**src/rtl/ccc_rst_pkg.sv**
```systemverilog
// Shared types and constants for the CCC lock/reset sequencer and related CCC helpers.
package ccc_rst_pkg;

  localparam int unsigned LOCK_CNT_W = 8;

  typedef enum logic [2:0] {
    WAIT_LOCK   = 3'd0,
    PLL_RESTART = 3'd1,
    LOCK_FILTER = 3'd2,
    FABRIC_UP   = 3'd3,
    RUN         = 3'd4
  } state_e;

endpackage

```
**src/rtl/ccc_sync2.sv**
```systemverilog
// Two-flop synchronizer for asynchronous CCC status inputs; async active-high reset to 0.
module ccc_sync2 (
  input  logic clk,
  input  logic rst,
  input  logic i_d,
  output logic o_q
);

  logic r_meta;
  logic r_q;

  always_ff @(posedge clk or posedge rst) begin
    if (rst) begin
      r_meta <= 1'b0;
      r_q    <= 1'b0;
    end else begin
      r_meta <= i_d;
      r_q    <= r_meta;
    end
  end

  assign o_q = r_q;

endmodule

```
**src/rtl/ccc_lock_reset_sequencer.sv**
```systemverilog
// Filters CCC LOCK, releases fabric then MAC reset, restarts the PLL on lock timeout.
// Optional lock-loss event counter on LOCK_LOSS_CNT when LOCK_LOSS_CNT_EN is defined.
module ccc_lock_reset_sequencer
  import ccc_rst_pkg::*;
#(
  parameter int unsigned LOCK_FILTER_CYCLES   = 1024,
  parameter int unsigned FABRIC_TO_MAC_CYCLES = 256,
  parameter int unsigned LOCK_TIMEOUT_CYCLES  = 65536,
  parameter int unsigned PLL_RST_CYCLES       = 16,
  parameter int unsigned CNT_W                = 17
) (
  input  logic CLK,
  input  logic RESET,
  input  logic PLL_LOCK,
  output logic PLL_ARST_N,
  output logic FABRIC_RESET_N,
  output logic MAC_RESET_N,
  output logic READY
`ifdef LOCK_LOSS_CNT_EN
  ,
  output logic [LOCK_CNT_W-1:0] LOCK_LOSS_CNT
`endif
);

  // The WAIT_LOCK cycle that first sees lock_s high is the first filtered cycle,
  // so LOCK_FILTER itself only needs LOCK_FILTER_CYCLES-1 more.
  localparam logic [CNT_W-1:0] FILT_LAST = CNT_W'(LOCK_FILTER_CYCLES - 2);
  localparam logic [CNT_W-1:0] F2M_LAST  = CNT_W'(FABRIC_TO_MAC_CYCLES - 1);
  localparam logic [CNT_W-1:0] TMO_LAST  = CNT_W'(LOCK_TIMEOUT_CYCLES - 1);
  localparam logic [CNT_W-1:0] PRST_LAST = CNT_W'(PLL_RST_CYCLES - 1);

  state_e           r_state;
  state_e           w_state_nxt;
  logic [CNT_W-1:0] r_cnt;
  logic [CNT_W-1:0] w_cnt_nxt;
  logic             w_lock_s;
  logic             r_pll_arst_n;
  logic             r_fabric_rst_n;
  logic             r_mac_rst_n;
  logic             r_ready;

  ccc_sync2 u_lock_sync (
    .clk (CLK),
    .rst (RESET),
    .i_d (PLL_LOCK),
    .o_q (w_lock_s)
  );

  // Next-state and shared counter; any state change clears the counter.
  always_comb begin
    w_state_nxt = r_state;
    w_cnt_nxt   = r_cnt + CNT_W'(1);
    case (r_state)
      WAIT_LOCK: begin
        if (w_lock_s) begin
          w_state_nxt = LOCK_FILTER;
          w_cnt_nxt   = '0;
        end else if (r_cnt == TMO_LAST) begin
          w_state_nxt = PLL_RESTART;
          w_cnt_nxt   = '0;
        end
      end
      PLL_RESTART: begin
        if (r_cnt == PRST_LAST) begin
          w_state_nxt = WAIT_LOCK;
          w_cnt_nxt   = '0;
        end
      end
      LOCK_FILTER: begin
        if (!w_lock_s) begin
          w_state_nxt = WAIT_LOCK;
          w_cnt_nxt   = '0;
        end else if (r_cnt == FILT_LAST) begin
          w_state_nxt = FABRIC_UP;
          w_cnt_nxt   = '0;
        end
      end
      FABRIC_UP: begin
        if (!w_lock_s) begin
          w_state_nxt = WAIT_LOCK;
          w_cnt_nxt   = '0;
        end else if (r_cnt == F2M_LAST) begin
          w_state_nxt = RUN;
          w_cnt_nxt   = '0;
        end
      end
      RUN: begin
        w_cnt_nxt = r_cnt;
        if (!w_lock_s) begin
          w_state_nxt = WAIT_LOCK;
          w_cnt_nxt   = '0;
        end
      end
      default: begin
        w_state_nxt = WAIT_LOCK;
        w_cnt_nxt   = '0;
      end
    endcase
  end

  // Outputs are decoded from the next state so each one is a plain flop.
  always_ff @(posedge CLK or posedge RESET) begin
    if (RESET) begin
      r_state        <= WAIT_LOCK;
      r_cnt          <= '0;
      r_pll_arst_n   <= 1'b1;
      r_fabric_rst_n <= 1'b0;
      r_mac_rst_n    <= 1'b0;
      r_ready        <= 1'b0;
    end else begin
      r_state        <= w_state_nxt;
      r_cnt          <= w_cnt_nxt;
      r_pll_arst_n   <= (w_state_nxt != PLL_RESTART);
      r_fabric_rst_n <= (w_state_nxt == FABRIC_UP) || (w_state_nxt == RUN);
      r_mac_rst_n    <= (w_state_nxt == RUN);
      r_ready        <= (w_state_nxt == RUN);
    end
  end

  assign PLL_ARST_N     = r_pll_arst_n;
  assign FABRIC_RESET_N = r_fabric_rst_n;
  assign MAC_RESET_N    = r_mac_rst_n;
  assign READY          = r_ready;

`ifdef LOCK_LOSS_CNT_EN
  logic                  w_loss_evt;
  logic [LOCK_CNT_W-1:0] r_loss_cnt;

  // Lock dropped after fabric release, or a PLL restart was triggered.
  assign w_loss_evt =
    ((r_state == FABRIC_UP || r_state == RUN) && (w_state_nxt == WAIT_LOCK)) ||
    ((r_state != PLL_RESTART) && (w_state_nxt == PLL_RESTART));

  always_ff @(posedge CLK or posedge RESET) begin
    if (RESET) begin
      r_loss_cnt <= '0;
    end else if (w_loss_evt && (r_loss_cnt != '1)) begin
      r_loss_cnt <= r_loss_cnt + LOCK_CNT_W'(1);
    end
  end

  assign LOCK_LOSS_CNT = r_loss_cnt;
`endif

endmodule

```
**config.mk**
```make
export PLATFORM = sky130hd
export DESIGN_NAME = ccc_lock_reset_sequencer
export DESIGN_NICKNAME = d
export VERILOG_FILES = /design/src/rtl/ccc_rst_pkg.sv /design/src/rtl/ccc_sync2.sv /design/src/rtl/ccc_lock_reset_sequencer.sv
export SDC_FILE = /design/constraint.sdc
export NUM_CORES = 1
export LEC_CHECK = 0
export BUFFER_PORTS_ARGS = -buffer_cell sky130_fd_sc_hd__buf_2
export CORE_MARGIN = 2
export CORE_UTILIZATION = 35
export DETAILED_ROUTE_END_ITERATION = 10
export PLACE_DENSITY_LB_ADDON = 0.2
export REMOVE_ABC_BUFFERS = 1
export SYNTH_ARGS = -nofsm -noshare
export SYNTH_HDL_FRONTEND = slang
export SYNTH_SLANG_ARGS = --single-unit
```
**constraint.sdc**
```tcl
create_clock -name CLK -period 4.01 [get_ports CLK]
set_clock_uncertainty 0.15 [all_clocks]
set_input_delay 0.401 -clock CLK [delete_from_list [all_inputs] [get_ports CLK]]
set_output_delay 0.401 -clock CLK [all_outputs]
set_load 0.01 [all_outputs]
```
==> reports/metrics.csv <==
metric,value,unit
outcome,"complete, no violations",
crit_buf_inv,1,
p_comb_share,4.9,%
clock.fmax,371.7,MHz
layout_commonest_cell,nand2_1,
grt.overflow.total,0,
nets,184,
p_switching,0.1082,mW
setup_viol,0,
design.portCount,7,
seq_power_share,59.4,%
grt_pass1_vias,1280,
mostFrequentLayoutCells,"30 x nand2_1, 24 x dfrtp_1, 13 x nor2_1, 13 x o32ai_1, 10 x inv_1",
core,4294,um^2
detail_route.iter0.violations,57,
drive_gt1_share,10.23,%
hold_depth,1,
crit_arrival,2740,ps
wl_per_cell,14.92,um
groute.usage.overall,14.97,%
synthFlopType,dfrtp_1,
dr.pass1.iters,4,
clk_path_buf_depth,2,
clkTransAtPathRegs,90,ps
setup_tns,0,ps
start_util,35.61,%
r2r_cells,9,
crit_path_top_delay_cell,nor2_1,
cts_resized,0,
hold_buffers,0,
clockPowerShare,35.7,%
gp_congestion,0.8135,
synth_area,1529,um^2
drt_wl_total,3401,um
async_flop_share,100.0,%
p_sw_share,24.52,%
detail-route-antenna-nets,0,
syn2layout_area_growth,5.728,%
die_h,70.10,um
synth_seq_cells,25,
drc,0,
max-cap-violations,0,
fin_crit_sh,67.10,%
antenna_found_initial,0,
rows,24,
worst_pin_slew,905.9,ps
placed_cell_area,1568,um^2
clock_latency,280,ps
synthTopCellsByArea,"dfrtp_1 39%, o32ai_1 7.4%, nand2_1 7.4%",
numCtsBuffers,3,
cp_cell_sequence,ha_1 > nand3_1 > nor3_1 > nand4_1 > inv_1 > ha_1 > nor2_1 > nor3_1 > o21ai_0,
fin_area,1617,um^2
htreeDepth,1,
layout.cells.non_filler,228,
ys_types,42,
io_buffer_count,6,
slew_violations,0,
start_kind,register,
worst-setup-path-type,register to register,
ir_drop,0.0001484,V
relSlewSlack,39.54,%
cts-root-buf,clkbuf_8,
synth_cells,176,
die_area,4913,um^2
hpwl,2424,um
ys_seq_area_share,41.00,%
dp.cells,224,
grt_max_degree,26,
finalCriticalPeriod,2691,ps
critPathTopFamily,simple AND/OR/NAND/NOR gates,
synth_top_cell_area_share,39.28,%
required,4060,ps
clock-sinks,25,
rsz0062_at_grt,no,
path_depth,9,
antennaDiodeCount,0,
fp.dieW,70.10,um
powerDensity,272.9,nW/um^2
cpPeakStageDelay,690,ps
cts_tree,built,
synth_edf_count,0,
internal_power,0.3329,mW
finalHoldViolations,0,
avgSynthCellArea,8.687,um^2
grt_pass1_wl,5954,um
hp-class,primary input to register,
avgViaCountPerCell,5.566,
post_cts_buffers,0,
p_leak,0.7243,nW
yosysWarningCount,0,
dpl_worst_slack,1329,ps
crit_fanout,13,
yosysTopAreaCell,dfrtp_1,
dr_total_vias,1269,
worst_slack,1319,ps
endpoint_kind,register,
[registers in the layout (all words and copies together) (netlist names)]
| name | count |
|---|---|
| u_lock_sync.o_q | 1 |
| READY | 1 |
| FABRIC_RESET_N | 1 |
| PLL_ARST_N | 1 |
| r_cnt | 17 |
| r_state | 3 |
| u_lock_sync.r_meta | 1 |
[through the flow]
step / power, mW / hold slack [ps] / utilization, %
finish: 0.4411 / 76.08 / 37.65
floorplan: 0.2819 / 181.2 / -
global placement: 0.2884 / 186.2 / 36.51
CTS: 0.4458 / 72.20 / 37.65
detailed placement: 0.2892 / 187.9 / 36.51
global route: 0.4668 / 65.69 / 37.65
[layer usage]
metal	track usage [%]	up-vias	share of wire [%]	routed length [um]
met3	1.732	5	1.7	59
met5	0	-	0	0
met2	25.29	17	49	1659
met1	20.18	613	48	1644
met4	4.487	0	1.1	38
li1	-	634	-	-
[worst paths after layout]
check / from / endpoint / slack, ps
min in group asynchronous: RESET / r_cnt[0]$_DFFE_PP0P_ / 160
max in group asynchronous: RESET / r_cnt[16]$_DFFE_PP0P_ / 3000
max reg2reg: r_cnt[0]$_DFFE_PP0P_ / r_cnt[3]$_DFFE_PP0P_ / 1320
min: PLL_LOCK / u_lock_sync.r_meta$_DFF_PP0_ / 80
max: r_cnt[0]$_DFFE_PP0P_ / r_cnt[3]$_DFFE_PP0P_ / 1320
min reg2reg: u_lock_sync.r_meta$_DFF_PP0_ / u_lock_sync.o_q$_DFF_PP0_ / 210
[worst reg2reg max path: cells and delay by family, from the launching register on]
kind / cells / cell delay (ps)
flip-flops: 1 / 440
AO/OA/AOI/OAI: 1 / 220
adder cells (fa/ha/maj): 2 / 440
AND/OR/NAND/NOR: 5 / 1320
buffers and inverters: 1 / 50
[kinds of logic (layout without fill, tap and decap cells)]
logic type / count (synthesis) / count (layout) / synth area share (%)
fa+ha+maj: 4 / 4 / 3.273
simple gates: 89 / 89 / 30.28
xor+xnor: 2 / 2 / 1.146
compound gates: 35 / 35 / 17.51
flops: 25 / 25 / 41.00
mux: 1 / 1 / 0.6547
buf+inv: 20 / 20 / 6.137
[power by group through the flow]
stage / Clock [mW] / Sequential, mW / Combinational (mW)
6_report: 0.157 / 0.262 / 0.0216
5_1_grt: 0.178 / 0.263 / 0.0253
4_1_cts: 0.161 / 0.262 / 0.0224
3_5_place_dp: 0 / 0.267 / 0.0223
3_3_place_gp: 0 / 0.267 / 0.0218
2_1_floorplan: 0 / 0.266 / 0.0164
[cell usage after synthesis, drive strengths merged, types with 2 or more instances]
| master | count |
|---|---|
| a21oi | 3 |
| nand3 | 8 |
| nor4 | 3 |
| ha | 4 |
| buf | 5 |
| clkbuf | 5 |
| inv | 10 |
| and4 | 2 |
| xor2 | 2 |
| dfrtp | 24 |
| and2 | 6 |
| nor3 | 8 |
| and3 | 2 |
| nand4 | 9 |
| nor2 | 13 |
| o21ai | 7 |
| o21a | 3 |
| nand2 | 30 |
| o32ai | 13 |
| nor2b | 4 |
[final cells by class]
| type | count | area, um^2 |
|---|---|---|
| sequential | 25 | 626.9 |
| clock inverter | 1 | 7.507 |
| tap | 52 | 65.06 |
| fill | 450 | 2678 |
| multi-input combinational | 131 | 808.3 |
| inverter | 10 | 37.54 |
| clock buffer | 3 | 41.29 |
| timing repair buffer | 6 | 30.03 |
No activity file was read; power rests on OpenSTA's default activity.
